`config.mk`:
```
export PLATFORM = sky130hd
export DESIGN_NAME = regs_wb_arbiter
export DESIGN_NICKNAME = d
export VERILOG_FILES = /design/src/rtl/regs_wb_arbiter.sv
export SDC_FILE = /design/constraint.sdc
export NUM_CORES = 1
export LEC_CHECK = 0
export ABC_AREA = 1
export BUFFER_PORTS_ARGS = -buffer_cell sky130_fd_sc_hd__buf_2
export CAP_MARGIN = 20
export CORE_ASPECT_RATIO = 1.2
export CORE_MARGIN = 2
export CORE_UTILIZATION = 53
export CTS_CLUSTER_DIAMETER = 120
export DETAILED_ROUTE_END_ITERATION = 7
export GPL_TIMING_DRIVEN = 0
export PLACE_DENSITY = 0.86
export SYNTH_ARGS = -nofsm -noshare
export SYNTH_HDL_FRONTEND = slang
export SYNTH_SLANG_ARGS = --single-unit
```
`constraint.sdc`:
```
create_clock -name clk -period 6.6 [get_ports clk]
set_clock_uncertainty 0.05 [all_clocks]
set_input_delay 0.66 -clock clk [delete_from_list [all_inputs] [get_ports clk]]
set_output_delay 0.66 -clock clk [all_outputs]
set_load 0.02 [all_outputs]
```
`src/rtl/regs_wb_arbiter.sv`:
```
`default_nettype none
// ----------------------------------------------------------------------------
// regs_wb_arbiter: three-way write-back arbiter with a pending-write scoreboard
// Revision: 1.0
// ----------------------------------------------------------------------------
module regs_wb_arbiter #(
  parameter int unsigned AGE_LIMIT = 4
) (
  input  logic        clk,
  input  logic        rst,
  input  logic        alu_req,
  input  logic [4:0]  alu_addr,
  input  logic [31:0] alu_data,
  output logic        alu_gnt,
  input  logic        mem_req,
  input  logic [4:0]  mem_addr,
  input  logic [31:0] mem_data,
  output logic        mem_gnt,
  input  logic        dbg_req,
  input  logic [4:0]  dbg_addr,
  input  logic [31:0] dbg_data,
  output logic        dbg_gnt,
  input  logic        issue_valid,
  input  logic [4:0]  issue_addr,
  input  logic [4:0]  rd_addr_A,
  input  logic [4:0]  rd_addr_B,
  output logic        busy_A,
  output logic        busy_B,
  output logic        L_S,
  output logic [4:0]  Wt_addr,
  output logic [31:0] Wt_data
);

  localparam logic [3:0] AGE_MAX = 4'(AGE_LIMIT);

  logic [3:0]  mem_wait_q, mem_wait_d;
  logic [3:0]  dbg_wait_q, dbg_wait_d;
  logic        mem_aged, dbg_aged;
  logic        gnt_any;
  logic [4:0]  gnt_addr;
  logic [31:0] gnt_data;
  logic        ls_q;
  logic [4:0]  wt_addr_q;
  logic [31:0] wt_data_q;
  logic [31:0] pending_q, pending_d;

  assign mem_aged = (mem_wait_q == AGE_MAX);
  assign dbg_aged = (dbg_wait_q == AGE_MAX);

  // Aged MEM/DBG requesters jump ahead of the fixed ALU > MEM > DBG order.
  always_comb begin
    alu_gnt = 1'b0;
    mem_gnt = 1'b0;
    dbg_gnt = 1'b0;
    if (!rst) begin
      if (mem_req && mem_aged)      mem_gnt = 1'b1;
      else if (dbg_req && dbg_aged) dbg_gnt = 1'b1;
      else if (alu_req)             alu_gnt = 1'b1;
      else if (mem_req)             mem_gnt = 1'b1;
      else if (dbg_req)             dbg_gnt = 1'b1;
    end
  end

  always_comb begin
    gnt_any  = alu_gnt | mem_gnt | dbg_gnt;
    gnt_addr = 5'd0;
    gnt_data = 32'd0;
    if (alu_gnt) begin
      gnt_addr = alu_addr;
      gnt_data = alu_data;
    end else if (mem_gnt) begin
      gnt_addr = mem_addr;
      gnt_data = mem_data;
    end else if (dbg_gnt) begin
      gnt_addr = dbg_addr;
      gnt_data = dbg_data;
    end
  end

  always_comb begin
    mem_wait_d = mem_wait_q;
    dbg_wait_d = dbg_wait_q;
    if (!mem_req || mem_gnt) mem_wait_d = 4'd0;
    else if (!mem_aged)      mem_wait_d = mem_wait_q + 4'd1;
    if (!dbg_req || dbg_gnt) dbg_wait_d = 4'd0;
    else if (!dbg_aged)      dbg_wait_d = dbg_wait_q + 4'd1;
  end

  // Clear on the committing edge first so a same-edge issue re-marks the register.
  always_comb begin
    pending_d = pending_q;
    if (ls_q) pending_d[wt_addr_q] = 1'b0;
    if (issue_valid) pending_d[issue_addr] = 1'b1;
    pending_d[0] = 1'b0;
  end

  always_ff @(posedge clk or posedge rst) begin
    if (rst) begin
      ls_q       <= 1'b0;
      wt_addr_q  <= 5'd0;
      wt_data_q  <= 32'd0;
      pending_q  <= 32'd0;
      mem_wait_q <= 4'd0;
      dbg_wait_q <= 4'd0;
    end else begin
      ls_q       <= gnt_any && (gnt_addr != 5'd0);
      if (gnt_any) begin
        wt_addr_q <= gnt_addr;
        wt_data_q <= gnt_data;
      end
      pending_q  <= pending_d;
      mem_wait_q <= mem_wait_d;
      dbg_wait_q <= dbg_wait_d;
    end
  end

  assign busy_A  = !rst && pending_q[rd_addr_A];
  assign busy_B  = !rst && pending_q[rd_addr_B];
  assign L_S     = ls_q;
  assign Wt_addr = wt_addr_q;
  assign Wt_data = wt_data_q;

endmodule
`default_nettype wire

```
==> metrics.cfg, run 1 <==
[critical_path]
startpoint = rst
worst_ep_arrival_time_ps = 2410
reg2reg_depth = 9
reg2reg_from = mem_wait_q[0]$_DFFE_PP0P_
critPathBufInv = 6
timing.rr.end = Wt_data[21]$_DFFE_PP0P_
cp-end-kind = output pin
crit_path_cell_trace = buf_2 > inv_4 > buf_16 > nand2_4 > nor2_4 > buf_4 > buf_2 > buf_2
worstPathMaxFanout = 49
cpMostUsedCell = buf_2
cp_top_family = buffers and inverters
crit_slowest_cell = inv_4
slowest_delay_ps = 370
required_ps = 5890
rrSetupSlack_ps = 4740
worstSetupStartpointType = input pin
worstSetupPathType = input pin to output pin

[detailed_routing]
wl_per_cell_um = 15.9
vias = 4811
antenna_left = 0
drc = 0
routed_wl_mm = 13.7
via_per_inst = 5.58
first_iter_violations = 424
first_pass_iters = 5

[layout]
drive_gt1_share_pct = 32.2
final-instance-count-excl-fill = 862
area.growth.synth_to_final_pct = 27.1
finalNetCount = 895

[synth]
synth_cell_types = 34
synth_top_family_by_area = simple AND/OR/NAND/NOR gates
postSynth.asyncResetShare_pct = 100
yosys.area.top_type_share_pct = 43.4
yosysSeqAreaShare_pct = 43.4
synth_edf_count = 0
yosys.area.top_type = dfrtp_1
synth_nets = 713
netlist_top_cells_count = 193 x nand2_1, 90 x nand3_1, 77 x dfrtp_1
synthMuxAreaShare_pct = 0.226
synth-seq-cells = 77
synth_warnings = 0
yosys.area_share.simple_pct = 38.3
syn_inst = 577
yosys-top-cells-area = dfrtp_1 43%, nand2_1 16%, nand3_1 10%, o21ai_0 7.6%, nand4_1 3.1%
synthFlopType = dfrtp_1
synth.most_common_cell = nand2_1
synth_xor_xnor_area_share_pct = 0.592
synth.avg_cell_area_um2 = 7.69
synth_compound_area_share_pct = 9.68
synth_adder_area_share_pct = 1.13
syn-cell-area_mm2 = 0.00444

[floorplan]
pin_count = 175
coreArea_mm2 = 0.00811
dieArea_mm2 = 0.00912
die_h_um = 104
dieWidth_um = 87.5
initial_core_util_pct = 54.7
num_rows = 36

[timing]
drv_slew = 0
grt_setup_unrepaired = false
max_freq_mhz = 320
min_period_ps = 3120
setup_viol = 0
worstMarginPinSlew_ps = 501
hold_viol = 0
tns_ps = 0
relSlewSlack_pct = 66.6
period_share_pct = 47.3

[grt]
grt-ovfl-total = 0
grt_pass1_wl_mm = 22.2
antenna_found_initial = 2
gr-usage-all-layers_pct = 31.0
grt_max_degree = 50
grt_pass1_vias = 4743

[clock_network]
postCtsSetupRepairBufs = 0
numCtsBuffers = 9
cts_max_level = 3
ctsResizeCount = 0
cts_sinks = 77
clk-insertion-delay-late_ps = 350
cts_tree = yes
root_buffer = clkbuf_8
path_clk_slew_ps = 80
cts_max_path_buffers = 2
cts_hold_buf = 0

[placed_design]
gp_congestion = 1.01
place_inst = 843
hpwl_mm = 10.9
port-buffer-count = 170

[pwr]
cellPowerDensity_mw_per_mm2 = 293
p_leak_nw = 2.85
fin_total_pwr_mw = 1.65
vdd_drop_max_uv = 201

[outcome]
outcome = finished, final reports clean

[run]
maxCapViolCount = 0

[min_path]
hold_class = input pin to async pin

[worst register-to-register path: stages (launching register included)]
cell and delay [ps]:
dfrtp_1 370, inv_1 80, ha_1 250, nand4_4 130, nand2_4 80, nor2_4 190, buf_4 200, buf_2 220
nand2_1 130, nand4_2 110
[per-layer routing]
metal	part of all wire [%]	vias to the layer above	global-route usage [%]
met1	36	2202	36.2
met3	9.1	45	7.06
li1	-	2305	-
met2	51	259	52.1
met4	3.8	0	15.8
met5	0	-	0
[registers in the layout (all words and copies together) (netlist names)]
name        flops
L_S             1
Wt_addr         5
Wt_data        32
dbg_wait_q      4
mem_wait_q      4
pending_q      31
[power by group]
part / switching (mW) / internal [mW] / total (mW) / leakage (nW)
combinational: 0.338 / 0.209 / 0.548 / 1.84
sequential: 0.121 / 0.622 / 0.743 / 0.919
clock: 0.174 / 0.184 / 0.358 / 0.0964
total: 0.633 / 1.02 / 1.65 / 2.85
[worst max path at each step]
stage	end	slack, ps	cells past startpoint
after detailed placement	alu_gnt	3440	8
after CTS	alu_gnt	3440	8
after global placement	alu_gnt	2780	7
after global routing	alu_gnt	3300	8
final	alu_gnt	3480	8
after floorplan	alu_gnt	3500	5
[cell usage in the layout, fill, tap and decap left out, types with 2 or more instances in the layout]
| cell type | netlist | final |
|---|---|---|
| buf_2 | 15 | 185 |
| clkbuf_8 | 0 | 10 |
| xor2_1 | 2 | 2 |
| a21oi_1 | 3 | 3 |
| clkinv_1 | 2 | 2 |
| nand2_2 | 16 | 16 |
| diode_2 | 0 | 3 |
| inv_4 | 1 | 2 |
| nor2_1 | 10 | 10 |
| nand2_1 | 193 | 193 |
| buf_8 | 2 | 2 |
| o21ai_0 | 67 | 67 |
| inv_2 | 5 | 4 |
| inv_1 | 30 | 30 |
| o211ai_1 | 4 | 4 |
| nand2_4 | 3 | 3 |
| nand3_1 | 90 | 90 |
| clkinv_2 | 0 | 2 |
| o21bai_1 | 4 | 4 |
| buf_4 | 3 | 3 |
| dfrtp_1 | 77 | 77 |
| nand4_2 | 11 | 11 |
| nand4_1 | 22 | 22 |
| ha_1 | 4 | 4 |
| clkbuf_1 | 0 | 2 |
[cell type report]
cell class | instances | area [um^2]
fillers | 677 | 2470
multi-input cells | 441 | 2220
flip-flops and latches | 77 | 1930
repair buffers | 171 | 878
plain buffers | 21 | 148
inverters | 38 | 148
clock buffers | 12 | 145
well taps | 95 | 119
clock inverters | 4 | 47.5
diodes | 3 | 7.51
[cell families (layout without fill, tap and decap cells)]
group	count (synthesis)	count (layout)
AO/OA/AOI/OAI	81	81
multiplexers	1	1
AND/OR/NAND/NOR	352	352
adder cells (fa/ha/maj)	4	4
XOR/XNOR	3	3
other	0	3
flip-flops	77	77
buffers and inverters	59	246
[stage by stage]
step	utilization [%]	area (um^2)	hold slack, ps	setup slack, ps
global route	69.4	5630	336	3300
global placement	66.7	5410	413	2780
CTS	69.4	5630	311	3440
floorplan	-	4440	421	3500
finish	69.5	5640	297	3480
detailed placement	67.0	5440	416	3440
No activity file was read; power rests on OpenSTA's default activity.
==> inputs of run 2 (changes only) <==
Settings changed: ABC_AREA 1 to 0, CORE_UTILIZATION 53 to 44, PLACE_DENSITY 0.86 to 0.77.
Clock period 6.6 ns to 2.6 ns, I/O delays scaled along.
==> metrics.cfg, run 2 <==
[detailed_routing]
wl_per_cell_um = 19.2  ; +21%
routed_wl_mm = 13.8  ; +0.94%
via_per_inst = 5.91  ; +6.0%
first_pass_iters = 6  ; +1
first_iter_violations = 354  ; -17%
vias = 4264  ; -11%
drc = 0  ; unchanged
antenna_left = 0  ; unchanged

[clock_network]
cts_max_path_buffers = 2  ; unchanged
cts_max_level = 3  ; unchanged
root_buffer = clkbuf_16
cts_tree = yes
path_clk_slew_ps = 60  ; -20 ps
numCtsBuffers = 9  ; unchanged
clk-insertion-delay-late_ps = 340  ; about the same
cts_hold_buf = 0  ; unchanged
cts_sinks = 77  ; unchanged

[grt]
grt_pass1_wl_mm = 22.0  ; -0.65%
gr-usage-all-layers_pct = 27.1  ; -3.9 points
grt_pass1_vias = 4528  ; -4.5%
grt_max_degree = 83  ; +66%
antenna_found_initial = 0  ; -2
grt-ovfl-total = 0  ; unchanged

[pwr]
intPower_mw = 2.98  ; +190%
p_leak_nw = 2.71  ; -4.9%
power.share.clock_pct = 28.2  ; +6.5 points
p_switching_mw = 1.54  ; +140%
p_comb_share_pct = 31.0  ; -2.2 points
fin_total_pwr_mw = 4.52  ; +170%
cellPowerDensity_mw_per_mm2 = 793  ; +170%
seqPwrFrac_pct = 40.8  ; -4.3 points
vdd_drop_max_uv = 361  ; +80%
switching_share_pct = 34.1  ; -4.3 points

[floorplan]
pin_count = 175  ; unchanged
num_rows = 39  ; +8.3%
coreArea_mm2 = 0.00952  ; +17%
die_h_um = 112  ; +7.8%
initial_core_util_pct = 45.2  ; -9.5 points
dieArea_mm2 = 0.0106  ; +16%
dieWidth_um = 94.3  ; +7.8%

[synth]
yosys-top-cells-area = dfrtp_1 45%, mux4_2 8.9%, mux2i_1 8.6%, o21ai_0 7.4%, a222oi_1 6.5%
synth_edf_count = 0  ; unchanged
synth_cell_types = 43  ; +26%
synth_warnings = 0  ; unchanged
yosysSeqAreaShare_pct = 44.8  ; +1.3 points
synth-seq-cells = 77  ; unchanged
yosys.area.top_type_share_pct = 44.8  ; +1.3 points
yosys.area.top_type = dfrtp_1
synth.most_common_cell = dfrtp_1
syn-cell-area_mm2 = 0.00431  ; -2.9%
syn_inst = 405  ; -30%
postSynth.asyncResetShare_pct = 100  ; unchanged
synthFlopType = dfrtp_1
synth_nets = 541  ; -24%
synth.avg_cell_area_um2 = 10.6  ; +38%
netlist_top_cells_count = 77 x dfrtp_1, 64 x o21ai_0, 42 x inv_1

[critical_path]
worstSetupPathType = register to output pin
cp-end-kind = output pin
required_ps = 2290  ; -3600 ps
worstSetupStartpointType = register
worstPathMaxFanout = 10  ; -80%
reg2reg_from = mem_wait_q[0]$_DFFE_PP0P_
worst_ep_arrival_time_ps = 2180  ; -230 ps
startpoint = mem_wait_q[0]$_DFFE_PP0P_

[timing]
max_freq_mhz = 402
grt_setup_unrepaired = false
relSlewSlack_pct = 50.8  ; -16 points
setup_viol = 0  ; unchanged
final.setup.worst_slack_ps = 114  ; -3360 ps
drv_slew = 0  ; unchanged
min_period_ps = 2490
worstMarginPinSlew_ps = 738  ; +237 ps
period_share_pct = 95.6
hold_viol = 0  ; unchanged

[layout]
final_cell_area_mm2 = 0.00569  ; +1.0%
final-instance-count-excl-fill = 721  ; -16%
finalNetCount = 727  ; -19%
largest_reg_flops = 32  ; unchanged
area.growth.synth_to_final_pct = 32.3
drive_gt1_share_pct = 38.9  ; +6.7 points
mostFrequentLayoutCell = buf_2
final_core_utilization_pct = 59.8  ; -9.7 points
nFillCells = 822  ; +21%
final_cell_mix = 172 x buf_2, 77 x dfrtp_1, 64 x o21ai_0

[placed_design]
gp_congestion = 0.875  ; -14%
place_inst = 697  ; -17%
placedInstanceArea_mm2 = 0.00531  ; -2.3%
port-buffer-count = 169  ; -0.59%
hpwl_mm = 10.3  ; -6.0%
dp_slack_ps = -521  ; -3960 ps

[run]
maxCapViolCount = 0  ; unchanged

[outcome]
outcome = finished, final reports clean

[min_path]
hold_class = input pin to async pin

## run 2: changes by cell type after synthesis, sizes merged, moves of 9 or more
cell and delta:
mux2i +36, mux4 +17, nand2 -205, nand3 -71, buf -15, a222oi +28, nand4 -33, clkbuf +15
inv +9
## run 2: final cells by class
class	count	area [um^2]	share of cell area, %
Inverter	45	174	3.05
Multi-Input combinational cell	262	2120	37.2
Buffer	21	126	2.22
Clock buffer	9	225	3.96
Tap cell	123	154	2.70
Timing Repair Buffer	175	891	15.6
Antenna cell	2	5.00	0.0879
Sequential cell	77	1930	33.8
Clock inverter	7	76.3	1.34
## run 2: path summary, 6_finish.rpt
kind | endpoint | slack [ps] | cells past startpoint
min in group clk | Wt_data[10]$_DFFE_PP0P_ | 110 | 2
setup / recovery | dbg_gnt | 110 | 9
hold / removal | pending_q[3]$_DFF_PP0_ | 60 | 2
hold reg to reg | Wt_data[12]$_DFFE_PP0P_ | 460 | 1
setup reg to reg | Wt_data[25]$_DFFE_PP0P_ | 190 | 10
max in group asynchronous | pending_q[29]$_DFF_PP0_ | 1920 | 2
## run 2: metrics by stage
| step | hold slack, ps | setup TNS [ps] |
|---|---|---|
| 2_1_floorplan | 344 | 0 |
| 3_3_place_gp | 442 | -8910 |
| 3_5_place_dp | 438 | -11870 |
| 4_1_cts | 88.1 | -1.14 |
| 5_1_grt | 109 | 0 |
| 6_report | 61.8 | 0 |
## run 2: critical path, cell delays in order, from the launching register on
cell and delay [ps]:
dfrtp_1 380, inv_1 80, ha_1 240, and3b_1 190, buf_4 160, nor3_4 190, a21oi_4 70, inv_2 110
clkbuf_4 210, buf_2 190
## run 2: routing by layer
layer  vias to the layer above  track usage [%]  part of all wire, %
li1                       1928                -                    -
met1                      2048             31.9                   36
met2                       251             45.6                   51
met3                        37             7.52                  8.9
met4                         0             12.7                  3.3
met5                         -                0                    0
## run 2: logic make-up after synthesis
| group | share of synthesized area [%] |
|---|---|
| mux | 17.5 |
| buf+inv | 6.48 |
| compound gates | 20.0 |
| xor+xnor | 0.610 |
| flops | 44.8 |
| fa+ha+maj | 1.16 |
| simple gates | 9.53 |
## run 2: power groups by stage
stage | clock [mW] | combinational, mW | sequential, mW
6_report | 1.27 | 1.40 | 1.84
2_1_floorplan | 0 | 0.818 | 1.90
4_1_cts | 1.28 | 1.39 | 1.84
5_1_grt | 1.34 | 1.55 | 1.89
3_5_place_dp | 0 | 1.38 | 1.85
3_3_place_gp | 0 | 1.33 | 1.82
## run 2: what timing repair did
action,in CTS,in global routing
pin swaps,1,1
buffers inserted,1,5
setup endpoints to repair,25,24
resized for setup,8,13
==> inputs of run 3 (changes only) <==
Settings changed: SETUP_SLACK_MARGIN set to 0.15.
==> metrics.cfg, run 3 (synthesis gave the netlist of run 2 again) <==
[grt]
antenna_found_initial = 0  ; unchanged
grt_pass1_wl_mm = 22.1  ; +0.25%
gr-usage-all-layers_pct = 27.2  ; +0.085 points
grt_max_degree = 83  ; unchanged
grt-ovfl-total = 0  ; unchanged
grt_pass1_vias = 4553  ; +0.55%

[timing]
relSlewSlack_pct = 51.5  ; +0.70 points
min_period_ps = 2370  ; -120 ps
period_share_pct = 91.0  ; -4.6 points
setup_viol = 0  ; unchanged
hold_viol = 0  ; unchanged
tns_ps = 0  ; unchanged
grt_setup_unrepaired = false
drv_slew = 0  ; unchanged
worstMarginPinSlew_ps = 728  ; -10.5 ps
max_freq_mhz = 423  ; +5.1%

[floorplan]
dieWidth_um = 94.3  ; unchanged
dieArea_mm2 = 0.0106  ; unchanged
pin_count = 175  ; unchanged
die_h_um = 112  ; unchanged
coreArea_mm2 = 0.00952  ; unchanged
initial_core_util_pct = 45.2  ; unchanged
num_rows = 39  ; unchanged

[pwr]
cellPowerDensity_mw_per_mm2 = 791  ; -0.20%
p_leak_nw = 2.72  ; +0.14%
fin_total_pwr_mw = 4.52  ; +0.13%
vdd_drop_max_uv = 369  ; +2.3%

[min_path]
hold_class = input pin to async pin

[critical_path]
startpoint = pending_q[31]$_DFF_PP0_
reg2reg_from = mem_wait_q[1]$_DFFE_PP0P_
cp-end-kind = output pin
worst_ep_arrival_time_ps = 2060  ; -120 ps
worstSetupPathType = register to output pin
required_ps = 2290  ; about the same
worstSetupStartpointType = register
worstPathMaxFanout = 3  ; -7

[clock_network]
numCtsBuffers = 9  ; unchanged
cts_max_level = 3  ; unchanged
cts_max_path_buffers = 2  ; unchanged
cts_hold_buf = 0  ; unchanged
cts_tree = yes
root_buffer = clkbuf_16
clk-insertion-delay-late_ps = 340  ; about the same
path_clk_slew_ps = 70  ; about the same
cts_sinks = 77  ; unchanged

[detailed_routing]
antenna_left = 0  ; unchanged
first_iter_violations = 287  ; -19%
drc = 0  ; unchanged
vias = 4211  ; -1.2%
routed_wl_mm = 13.8  ; +0.18%
first_pass_iters = 8  ; +2
wl_per_cell_um = 19.3  ; +0.60%
via_per_inst = 5.86  ; -0.83%

[layout]
area.growth.synth_to_final_pct = 32.7
nFillCells = 816  ; -0.73%
final_cell_area_mm2 = 0.00571  ; +0.33%
diodes = 0  ; -2
drive_gt1_share_pct = 39.7  ; +0.74 points
final_cell_mix = 170 x buf_2, 77 x dfrtp_1, 64 x o21ai_0
largest_reg_flops = 32  ; unchanged
mostFrequentLayoutCell = buf_2
final-instance-count-excl-fill = 718  ; -0.42%
finalNetCount = 726  ; -0.14%

[outcome]
outcome = finished, final reports clean

[placed_design]
placedInstanceArea_mm2 = 0.00531  ; unchanged
gp_congestion = 0.875  ; unchanged
port-buffer-count = 169  ; unchanged
place_inst = 697  ; unchanged
hpwl_mm = 10.3  ; unchanged

[run]
maxCapViolCount = 0  ; unchanged

[run 3: timing repair]
| action | in CTS | in global routing |
|---|---|---|
| setup buffers | 3 | 2 |
| setup endpoints to repair | 38 | 35 |
| gates resized for setup | 15 | 18 |
| pin swaps | 2 | 4 |
[run 3: where the power goes]
group | leakage, nW | total, mW | internal [mW] | switching [mW]
clock | 0.142 | 1.27 | 0.746 | 0.525
sequential | 0.945 | 1.84 | 1.57 | 0.273
combinational | 1.63 | 1.41 | 0.672 | 0.739
total | 2.72 | 4.52 | 2.98 | 1.54
[run 3: final cells by class]
cell class	count	area, um^2	share of cell area, %
plain buffers	21	141	2.47
clock buffers	9	225	3.94
clock inverters	7	76.3	1.34
inverters	45	174	3.04
multi-input cells	262	2130	37.3
flip-flops and latches	77	1930	33.7
well taps	123	154	2.69
repair buffers	174	886	15.5
[run 3: final timing paths]
| path | end | slack [ps] | cells past startpoint |
|---|---|---|---|
| max in group asynchronous | pending_q[9]$_DFF_PP0_ | 1940 | 2 |
| setup reg to reg | Wt_data[18]$_DFFE_PP0P_ | 280 | 11 |
| setup / recovery | busy_A | 230 | 5 |
| min in group clk | Wt_data[12]$_DFFE_PP0P_ | 110 | 2 |
| hold / removal | pending_q[3]$_DFF_PP0_ | 40 | 2 |
| hold reg to reg | Wt_data[12]$_DFFE_PP0P_ | 460 | 1 |
[run 3: stage by stage]
step | hold WS (ps) | worst slack (ps) | util (%)
3_3_place_gp | 442 | -460 | 55.8
4_1_cts | 88.1 | 93.5 | 59.5
3_5_place_dp | 438 | -521 | 55.8
2_1_floorplan | 344 | 166 | -
6_report | 43.9 | 234 | 60.0
5_1_grt | 109 | 130 | 60.0
[run 3: routing by layer]
metal | up-vias | part of all wire, % | global-route usage, %
met1 | 2038 | 38 | 31.8
met3 | 33 | 8.4 | 7.65
li1 | 1920 | - | -
met4 | 0 | 3.0 | 12.5
met5 | - | 0 | 0
met2 | 220 | 51 | 45.9
[run 3: critical path, stage by stage, from the launching register on]
cell and delay [ps]:
dfrtp_1 390, mux4_2 480, mux4_2 490, mux2i_1 150, nor2_1 50, buf_2 150
